==> src/rtl/wb_arbiter.sv <==
// Two-source register-file writeback arbiter: ALU (A, younger) and load (B, older) share one port.
// Contention uses fixed B priority with A starvation relief; define WB_ARB_RR_EN for round-robin.
module wb_arbiter #(
   parameter int unsigned ADDR_W     = 5,
   parameter int unsigned DATA_W     = 32,
   parameter int unsigned STARVE_MAX = 3
) (
   input  logic              clk,
   input  logic              rst,
   input  logic              stall_i,
   input  logic              a_valid_i,
   input  logic [ADDR_W-1:0] a_addr_i,
   input  logic [DATA_W-1:0] a_data_i,
   output logic              a_ready_o,
   input  logic              b_valid_i,
   input  logic [ADDR_W-1:0] b_addr_i,
   input  logic [DATA_W-1:0] b_data_i,
   output logic              b_ready_o,
   output logic              w_enable_o,
   output logic [ADDR_W-1:0] w_addr_o,
   output logic [DATA_W-1:0] w_data_o,
   output logic [15:0]       wr_count_o
);

   logic              go;
   logic              a_nz, b_nz;
   logic              same_addr, contend, contend_gnt;
   logic              pick_a;
   logic              w_en_q, w_en_d;
   logic [ADDR_W-1:0] w_addr_q, w_addr_d;
   logic [DATA_W-1:0] w_data_q, w_data_d;
   logic [15:0]       cnt_q, cnt_d;

   assign go          = rst & ~stall_i;
   assign a_nz        = a_valid_i & (a_addr_i != '0);
   assign b_nz        = b_valid_i & (b_addr_i != '0);
   assign same_addr   = a_nz & b_nz & (a_addr_i == b_addr_i);
   assign contend     = a_nz & b_nz & ~same_addr;
   assign contend_gnt = go & contend;

   // Address-0 requests and same-address pairs never consume the port, so both are acked.
   assign a_ready_o = go & a_valid_i & (~a_nz | ~b_nz | same_addr | (contend & pick_a));
   assign b_ready_o = go & b_valid_i & (~b_nz | ~a_nz | same_addr | (contend & ~pick_a));

`ifdef WB_ARB_RR_EN
   logic rr_q, rr_d;

   assign pick_a = rr_q;

   always_comb begin
      rr_d = rr_q;
      if (contend_gnt) begin
         rr_d = ~rr_q;
      end
   end

   always_ff @(posedge clk) begin
      if (!rst) begin
         rr_q <= 1'b0;
      end else begin
         rr_q <= rr_d;
      end
   end
`else
   localparam int unsigned CntW = (STARVE_MAX < 1) ? 1 : $clog2(STARVE_MAX + 1);
   localparam logic [CntW-1:0] StarveMax = CntW'(STARVE_MAX);

   logic [CntW-1:0] starve_q, starve_d;

   assign pick_a = (starve_q >= StarveMax);

   always_comb begin
      starve_d = starve_q;
      if (!a_valid_i || a_ready_o) begin
         starve_d = '0;
      end else if (contend_gnt) begin
         starve_d = starve_q + 1'b1;
      end
   end

   always_ff @(posedge clk) begin
      if (!rst) begin
         starve_q <= '0;
      end else begin
         starve_q <= starve_d;
      end
   end
`endif

   // A is checked first so a same-address pair commits the younger result.
   always_comb begin
      w_en_d   = 1'b0;
      w_addr_d = w_addr_q;
      w_data_d = w_data_q;
      cnt_d    = cnt_q;
      if (a_ready_o && a_nz) begin
         w_en_d   = 1'b1;
         w_addr_d = a_addr_i;
         w_data_d = a_data_i;
      end else if (b_ready_o && b_nz) begin
         w_en_d   = 1'b1;
         w_addr_d = b_addr_i;
         w_data_d = b_data_i;
      end
      if (w_en_d) begin
         cnt_d = cnt_q + 16'd1;
      end
   end

   always_ff @(posedge clk) begin
      if (!rst) begin
         w_en_q   <= 1'b0;
         w_addr_q <= '0;
         w_data_q <= '0;
         cnt_q    <= '0;
      end else begin
         w_en_q   <= w_en_d;
         w_addr_q <= w_addr_d;
         w_data_q <= w_data_d;
         cnt_q    <= cnt_d;
      end
   end

   assign w_enable_o = w_en_q;
   assign w_addr_o   = w_addr_q;
   assign w_data_o   = w_data_q;
   assign wr_count_o = cnt_q;

endmodule

==> config.mk <==
export PLATFORM = sky130hd
export DESIGN_NAME = wb_arbiter
export DESIGN_NICKNAME = d
export VERILOG_FILES = /design/src/rtl/wb_arbiter.sv
export SDC_FILE = /design/constraint.sdc
export NUM_CORES = 1
export LEC_CHECK = 0
export BUFFER_PORTS_ARGS = -buffer_cell sky130_fd_sc_hd__buf_2
export CORE_UTILIZATION = 35
export CTS_BUF_LIST = sky130_fd_sc_hd__clkbuf_16
export CTS_CLUSTER_SIZE = 24
export DETAILED_ROUTE_END_ITERATION = 10
export PLACE_DENSITY = 0.73
export SYNTH_ARGS = -nofsm -noshare
export SYNTH_HDL_FRONTEND = slang
export SYNTH_SLANG_ARGS = --single-unit
==> constraint.sdc <==
create_clock -name clk -period 1.75 [get_ports clk]
set_input_delay 0.2625 -clock clk [delete_from_list [all_inputs] [get_ports clk]]
set_output_delay 0.2625 -clock clk [all_outputs]
set_load 0.02 [all_outputs]
Word-level counts from Yosys, hierarchy flattened

Index checks and enable logic that the tools add are counted.

Memories kept: 0
Latch bits: 0
Word-level logic and storage cells: 46
ROM bits: 0
Output and inout port bits: 56
Register bits: 56
Memory bits (writable): 0

Eq/ne operators: 1
$mul: 0
Add/sub/neg operators: 2
Bitwise operators: 23
Shift operators: 0
Reduce and logical (&&, ||, !) cells: 8
Mux-type cells: 6
Div/mod/pow operators: 0
Magnitude comparators: 1

Operator list:

| operator                                                  | count |
|---|---|
| two-way mux 32 bit                                        | 2 |
| adder 16 x 1 -> 16 bit (second input constant)            | 1 |
| bitwise AND 1 bit                                         | 13 |
| two-way mux 5 bit                                         | 2 |
| nonzero test 5 bit                                        | 2 |
| NOT 1 bit                                                 | 6 |
| equality test 5 bit                                       | 1 |
| OR 1 bit                                                  | 4 |
| adder 2 x 1 -> 2 bit (second input constant)              | 1 |
| greater-or-equal comparator 2 bit (second input constant) | 1 |
| logical AND 1 bit                                         | 2 |
| two-way mux 1 bit                                         | 2 |
| nonzero test 2 bit                                        | 1 |
| OR reduction 2 bit                                        | 1 |
| logical NOT 1 bit                                         | 1 |
| logical OR 1 bit                                          | 1 |

Longest topological paths before layout

Gate-level depths: netlist of run 1.

Depth after elaboration: 12
Mapped depth: 8

Least setup slack after synthesis of run 1

Ideal clock, no wire load.

Kind: in2reg
Start point: input a_addr_i[1]
End point: register w_data_q[10] (netlist: w_data_o[10])
Data required time: 1.620 ns
Data arrival time: 1.692 ns
Path buffers: 2
Stages: 6
Library setup time: 0.130 ns
Slack: -0.072 ns
Path through: or4_4 o21a_1 buf_4 o21ai_2 buf_2 a211oi_2

Cells in the longest elaborated chain, start to end: 11
Elaborated cells on any way between the ends: 20

Ends and longest elaborated chain:

| item                                                            | RTL line | text |
|---|---|---|
| start, declared                                                 | 12       | `input logic [ADDR_W-1:0] a_addr_i,` |
| nonzero test 5 bit                                              | 35       | `assign a_nz = a_valid_i & (a_addr_i != '0);` |
| bitwise AND 1 bit                                               | 35       |  |
| bitwise AND 1 bit                                               | 37, 38   |  |
| bitwise AND 1 bit                                               | 37       | `assign same_addr = a_nz & b_nz & (a_addr_i == b_addr_i);` |
| NOT 1 bit                                                       | 38       | `assign contend = a_nz & b_nz & ~same_addr;` |
| bitwise AND 1 bit                                               | 38       |  |
| bitwise AND 1 bit, on equally long branches                     | 42, 43   |  |
| OR 1 bit, on equally long branches                              | 42, 43   |  |
| bitwise AND 1 bit, on equally long branches                     | 42, 43   |  |
| logical AND 1 bit, on equally long branches                     | 96, 100  |  |
| two-way mux 32 bit / nonzero test 2 bit (equally long branches) | -        |  |
| end signal, assigned                                            | 119      | `w_data_q <= w_data_d;` |
| end, declared                                                   | 31       | `logic [DATA_W-1:0] w_data_q, w_data_d;` |

Parallel ways exist; a longest one is shown, timed or not.
A chain may end at the register's enable or synchronous reset.

Final worst setup path of run 1

Start point: input a_addr_i[1]
End point: output a_ready_o

Cells in the longest elaborated chain, start to end: 9
Elaborated cells on any way between the ends: 13

Ends and longest elaborated chain:

| item                  | RTL line | text |
|---|---|---|
| nonzero test 5 bit    | 35       |  |
| bitwise AND 1 bit     | 35       |  |
| bitwise AND 1 bit     | 37, 38   |  |
| bitwise AND 1 bit     | 37       |  |
| NOT 1 bit             | 38       |  |
| bitwise AND 1 bit     | 38       |  |
| bitwise AND 1 bit     | 42       | `assign a_ready_o = go & a_valid_i & (~a_nz \| ~b_nz \| same_addr \| (contend & pick_a));` |
| OR 1 bit (*)          | 42       |  |
| bitwise AND 1 bit (*) | 42       |  |
| end, declared         | 14       | `output logic a_ready_o,` |

Mark *: on every way between the ends. The rest lies on a longest branch, timed or not.

==> results of run 1 <==
final cells by class:
cell class | instances | area (um^2) | area share [%]
clock buffer | 5 | 125.1 | 2.941
sequential | 56 | 1121 | 26.35
clock inverter | 3 | 38.79 | 0.9118
tap | 102 | 127.6 | 3.000
timing repair buffer | 176 | 1100 | 25.85
inverter | 4 | 17.52 | 0.4118
multi-input combinational | 249 | 1724 | 40.53
worst paths after layout:
check,startpoint,end,slack [ps],cells past startpoint
min,b_data_i[27],w_data_o[27],270,3
max reg2reg,wr_count_o[5],wr_count_o[14],170,5
max,a_addr_i[1],a_ready_o,-20,6
min reg2reg,starve_q[0],starve_q[0],480,2
sequential cells by signal, summed over array words and instances, names as in the netlist:
signal      flops
w_enable_o      1
w_data_o       32
starve_q        2
w_addr_o        5
wr_count_o     16
logic make-up (layout without fill, tap and decap cells):
| group | count (synthesis) | in the layout | synth area share (%) |
|---|---|---|---|
| mux | 1 | 1 | 0.3437 |
| xor+xnor | 16 | 16 | 4.811 |
| flops | 56 | 56 | 38.49 |
| simple gates | 121 | 121 | 19.97 |
| fa+ha+maj | 2 | 2 | 0.8590 |
| buf+inv | 30 | 188 | 5.841 |
| compound gates | 109 | 109 | 29.68 |
placed cells by master, fill, tap and decap left out, types with 2 or more instances in the layout:
master and n:
or4_4 2, o21a_1 3, or3_1 2, nand3_1 3, dfxtp_1 56, nor3_1 36, clkbuf_16 5, buf_2 131
o2111ai_2 4, nand4_1 5, xor2_1 10, xnor2_1 5, buf_4 33, o211ai_4 2, nand2_1 9, and3b_1 2
a21oi_1 5, a31oi_1 4, o21ai_0 9, nor2_1 51, o21ai_4 2, inv_1 4, buf_6 5, o21ai_1 33
a211oi_1 8, buf_12 7, a211oi_2 29, o211ai_1 2
worst min-delay path, cell delays in order:
cell,delay (ps)
buf_2,100
nor2_1,90
a211oi_1,70
report_power, final:
part           total, uW  switching, uW  internal, uW
Combinational        679            387           292
Sequential          1390           41.9          1350
Clock               1120            449           668
Total               3190            878          2310
layer usage:
layer / vias to the layer above / global-route usage, % / share of wire (%)
met1: 1488 / 24.27 / 43
met5: - / 0 / 0
met2: 116 / 34.38 / 49
li1: 1546 / - / -
met4: 0 / 6.923 / 1.7
met3: 15 / 4.065 / 6.2
synth_stat cells, types with 4 or more instances:
library cell / number / share of area [%]
clkbuf_1: 14 / 1.8
o2111ai_1: 5 / 1.5
nand4_1: 5 / 1.1
a31oi_1: 4 / 0.86
buf_2: 4 / 0.69
o21ai_1: 6 / 1.0
a211oi_1: 8 / 2.1
xor2_1: 11 / 3.3
buf_6: 6 / 2.3
a211oi_2: 29 / 12
nor2_1: 51 / 6.6
dfxtp_1: 56 / 38
nand2_1: 10 / 1.3
xnor2_1: 5 / 1.5
nor3_1: 37 / 6.4
o21a_1: 4 / 1.0
a21oi_1: 6 / 1.0
o21ai_0: 38 / 6.5
through the flow:
stage / cell area, um^2 / instances / hold WS (ps) / TNS, ps
after floorplan: 2915 / 335 / 402.3 / -451.6
after global routing: 4254 / 595 / 270.8 / -346.6
after CTS: 4184 / 595 / 267.7 / -40.81
after detailed placement: 3955 / 584 / 474.5 / -8641
final: 4254 / 595 / 267.4 / -23.88
after global placement: 3955 / 584 / 465.6 / -6435
what timing repair did:
action | in CTS | in global routing
setup endpoints to repair | 2 | 39
buffers inserted | 3 | 0
resized for setup | 14 | 28
gates cloned | 0 | 0
pin swaps | 3 | 1
==> out/qor.yml, run 1 <==
start_util_pct: 36.93
cts-root-buf: "clkbuf_16"
insertion_delay_ps: 290
crit_chain: "buf_2 -> or4_4 -> or2_4 -> nand2_2 -> o21a_1 -> buf_6"
drt_wl_total_um: 8698
path_clk_slew_ps: 70
grt_max_degree: 41
grt_pass1_wl_um: 13920
areaGrowthSynthToFinish_pct: 46.05
place_congestion: 0.8307
timing.final.crit_period_ps: 1767
cts_buffers: 5
maxSlewHeadroom_pct: 72.36
ys_seq_area_share_pct: 38.49
fillers: 711
hold_path_class: "input port to flop"
slew_violations: 0
drive_gt1_share_pct: 47.46
synth_cell_types: 42
cts_sinks: 56
period_share_pct: 101.0
wl_per_cell_um: 14.62
cts_tree: "yes"
peakVddDrop_v: 0.0004162
setup_viol: 2
crit_family: "simple AND/OR/NAND/NOR gates"
finalHoldViolCount: 0
rsz0062_at_grt: "true"
fmax_mhz: 565.9
critPathLaunchType: "input port"
dieArea_um2: 8691
core.rowCount: 32
end_kind: "output pin"
p_per_area_nw_per_um2: 748.9
viasPerCell: 5.319
violations: "setup timing"
grt_usage_pct: 19.84
cts_buffer_depth: 2
drc: 0
postSynthAreaPerCell_um2: 8.695
finalClockSkew_ps: 8.648
status: "finished, violations left"
post-place-ws_ps: -209.9
synth_edf_count: 0
cp.arrival_ps: 1500
num_vias: 3165
maxCapViolCount: 0
synthArstFlopShare_pct: 0
final_util_pct: 53.93
tightestPinTransition_ps: 414.6
grt.overflow.total: 0
die_x_um: 93.23
synth_nets: 416
cp.required_ps: 1490
worstPathMaxFanout: 3
synth_flop_cell: "dfxtp_1"
cp_num_buf_inv: 2
die_y_um: 93.23
ios: 135
h-tree-depth: 2
drt_iter0_drc: 128
p_total_uw: 3186
n_antenna_cell: 0
crit_type: "input port to output pin"
dr.pass1.iters: 4
fin_ws_ps: -17.15
grt_pass1_vias: 3014
core_area_um2: 7888
cpMaxStageDelayCell: "or4_4"
max_stage_delay_ps: 540
synth-seq-cells: 56
fin_nets: 573
netlist_area_um2: 2913
portBuffers: 134
antenna_found_initial: 0
hold_buffers: 0
leakagePower_uw: 0.001834
antenna_left: 0
syn_inst: 335
ys_warn_count: 0
post-dp-hpwl_um: 6227
No activity file was read; power rests on OpenSTA's default activity.
==> run 2, diff against run 1 <==
ABC_AREA = 1   (was unset)
CORE_UTILIZATION = 43   (was 35)
PLACE_DENSITY = 0.85   (was 0.73)
==> out/qor.yml, run 2 <==
status: "completed"
core_area_um2: 6756  # -14%
final_util_pct: 58.59  # +4.7 points
synth_commonest_cells: "nand2_1, nor2_1, dfxtp_1, inv_1, nand3_1"
final_common_cell: "buf_2"
grt_max_degree: 57  # +39%
maxCapViolCount: 0  # unchanged
crit_type: "flop to output pin"
drc: 0  # unchanged
path_clk_slew_ps: 70  # about the same
slew_violations: 0  # unchanged
dr.pass1.iters: 4  # unchanged
maxSlewHeadroom_pct: 69.16  # -3.2 points
placed_cells: 662  # +13%
antenna_found_initial: 0  # unchanged
instances_no_fill: 671  # +13%
peakVddDrop_v: 0.0003939  # -5.4%
place_congestion: 0.8072  # -2.8%
synth_top_area_share_pct: 37.27  # -1.2 points
rsz0062_at_grt: "true"
antenna_left: 0  # unchanged
hold_slack_ps: 239.8  # -27.60 ps
grt.overflow.total: 0  # unchanged
fillers: 652  # -8.3%
tightestPinTransition_ps: 462.6  # +48.04 ps
drive_gt1_share_pct: 30.96  # -17 points
ios: 135  # unchanged
cts-root-buf: "clkbuf_16"
yosysMostFrequentCell: "nand2_1"
largest_reg_flops: 32  # unchanged
fmax_mhz: 601.4  # +6.3%
finalHoldViolCount: 0  # unchanged
die_x_um: 85.64  # -8.1%
post-dp-hpwl_um: 5731  # -8.0%
period_share_pct: 95.01  # -6.0 points
synthArstFlopShare_pct: 0  # unchanged
synth-seq-cells: 56  # unchanged
setup_viol: 0  # -2
grt_usage_pct: 21.94  # +2.1 points
die_y_um: 85.64  # -8.1%
viasPerCell: 4.914  # -7.6%
cts_sinks: 56  # unchanged
core.rowCount: 30  # -6.3%
timing.final.crit_period_ps: 1663  # -104.4 ps
worstPathMaxFanout: 3  # unchanged
cp.arrival_ps: 1400  # -100 ps
start_util_pct: 44.52  # +7.6 points
drt_iter0_drc: 101  # -21%
cts_buffers: 5  # unchanged
yosysTopAreaCell: "dfxtp_1"
synth_flop_cell: "dfxtp_1"
dieArea_um2: 7333  # -16%
postSynthAreaPerCell_um2: 6.539  # -25%
leakagePower_uw: 0.002135  # +16%
critPathLaunchType: "flop"
num_vias: 3297  # +4.2%
grt_pass1_wl_um: 12960  # -6.9%
cp.required_ps: 1490  # about the same
netlist_area_um2: 3008  # +3.3%
synth_nets: 541  # +30%
areaGrowthSynthToFinish_pct: 31.61
insertion_delay_ps: 290  # about the same
layout.cells.most_common_list: "buf_2, nand2_1, nor2_1"
finalClockSkew_ps: 3.363  # -5.285 ps
ys_warn_count: 0  # unchanged
h-tree-depth: 2  # unchanged
wl_per_cell_um: 11.41  # -22%
hold_path_class: "input port to flop"
fin_nets: 671  # +17%
cts_tree: "yes"
synth_edf_count: 0  # unchanged
grt_pass1_vias: 3021  # +0.23%
portBuffers: 134  # unchanged
ys_seq_area_share_pct: 37.27  # -1.2 points
n_antenna_cell: 0  # unchanged
cts_buffer_depth: 2  # unchanged
synth_cell_types: 28  # -33%
netlist_top_cells_area: "dfxtp_1, nand2_1, nor2_1, inv_1, nand3_1"
end_kind: "output pin"
syn_inst: 460  # +37%
p_per_area_nw_per_um2: 782.5  # +4.5%
drt_wl_total_um: 7653  # -12%
## run 2: cells by family (layout without fill, tap and decap cells)
logic type      Yosys count  in the layout  synth area share, %
simple gates            242            242                35.94
buf+inv                  81            212                11.94
compound gates           72             72                11.98
flops                    56             56                37.27
xor+xnor                  7              7                2.038
fa+ha+maj                 2              2               0.8318
## run 2: worst paths after layout
path	from	endpoint	slack [ps]	cells past startpoint
worst max-delay path	starve_q[0]	a_ready_o	90	7
worst min-delay path	a_data_i[22]	w_data_o[22]	240	3
worst max register to register	starve_q[0]	w_data_o[17]	140	9
worst min register to register	w_data_o[22]	w_data_o[22]	480	2
## run 2: what timing repair did
item / CTS / global route
setup buffers: 1 / 0
cloned: 0 / 0
hold buffers: 0 / 0
gates resized for setup: 0 / 6
setup endpoints to repair: 1 / 18
## run 2: cell type report
cell class                      instances  area [um^2]  area share, %
Clock buffer                            5        125.1          3.161
Timing Repair Buffer                  146        813.3          20.54
Sequential cell                        56         1124          28.38
Clock inverter                          3        37.54         0.9482
Tap cell                               80        100.1          2.528
Multi-Input combinational cell        323         1539          38.87
Inverter                               58        220.2          5.563
## run 2: power breakdown
part | switching [uW] | internal (uW) | total (uW)
registers | 41.8 | 1350 | 1400
clock network | 436 | 666 | 1100
logic | 364 | 236 | 601
total | 842 | 2260 | 3100
## run 2: routing by layer
metal | vias up | share of wire, % | global-route usage, % | routed length, um
met3 | 15 | 7.1 | 5.775 | 543
li1 | 1704 | - | - | -
met5 | - | 0 | 0 | 0
met4 | 0 | 2.4 | 8.182 | 180
met2 | 127 | 50 | 40.73 | 3797
met1 | 1451 | 41 | 23.85 | 3132
## run 2: worst max-delay path, cell delays in order (launching register included)
cell     delay [ps]
dfxtp_2         330
ha_2            190
inv_1            80
nand3_2          90
buf_4           150
nand2_1          70
inv_1            50
buf_4           150
## run 2: metrics by stage
stage	power, uW	area, um^2	setup slack [ps]	setup TNS [ps]
finish	3098	3959	87.28	0
global route	3248	3959	-6.354	-6.354
CTS	3129	3943	35.74	0
detailed placement	2020	3772	-36.99	-36.99
global placement	2002	3772	85.91	0
floorplan	1780	3008	190.9	0
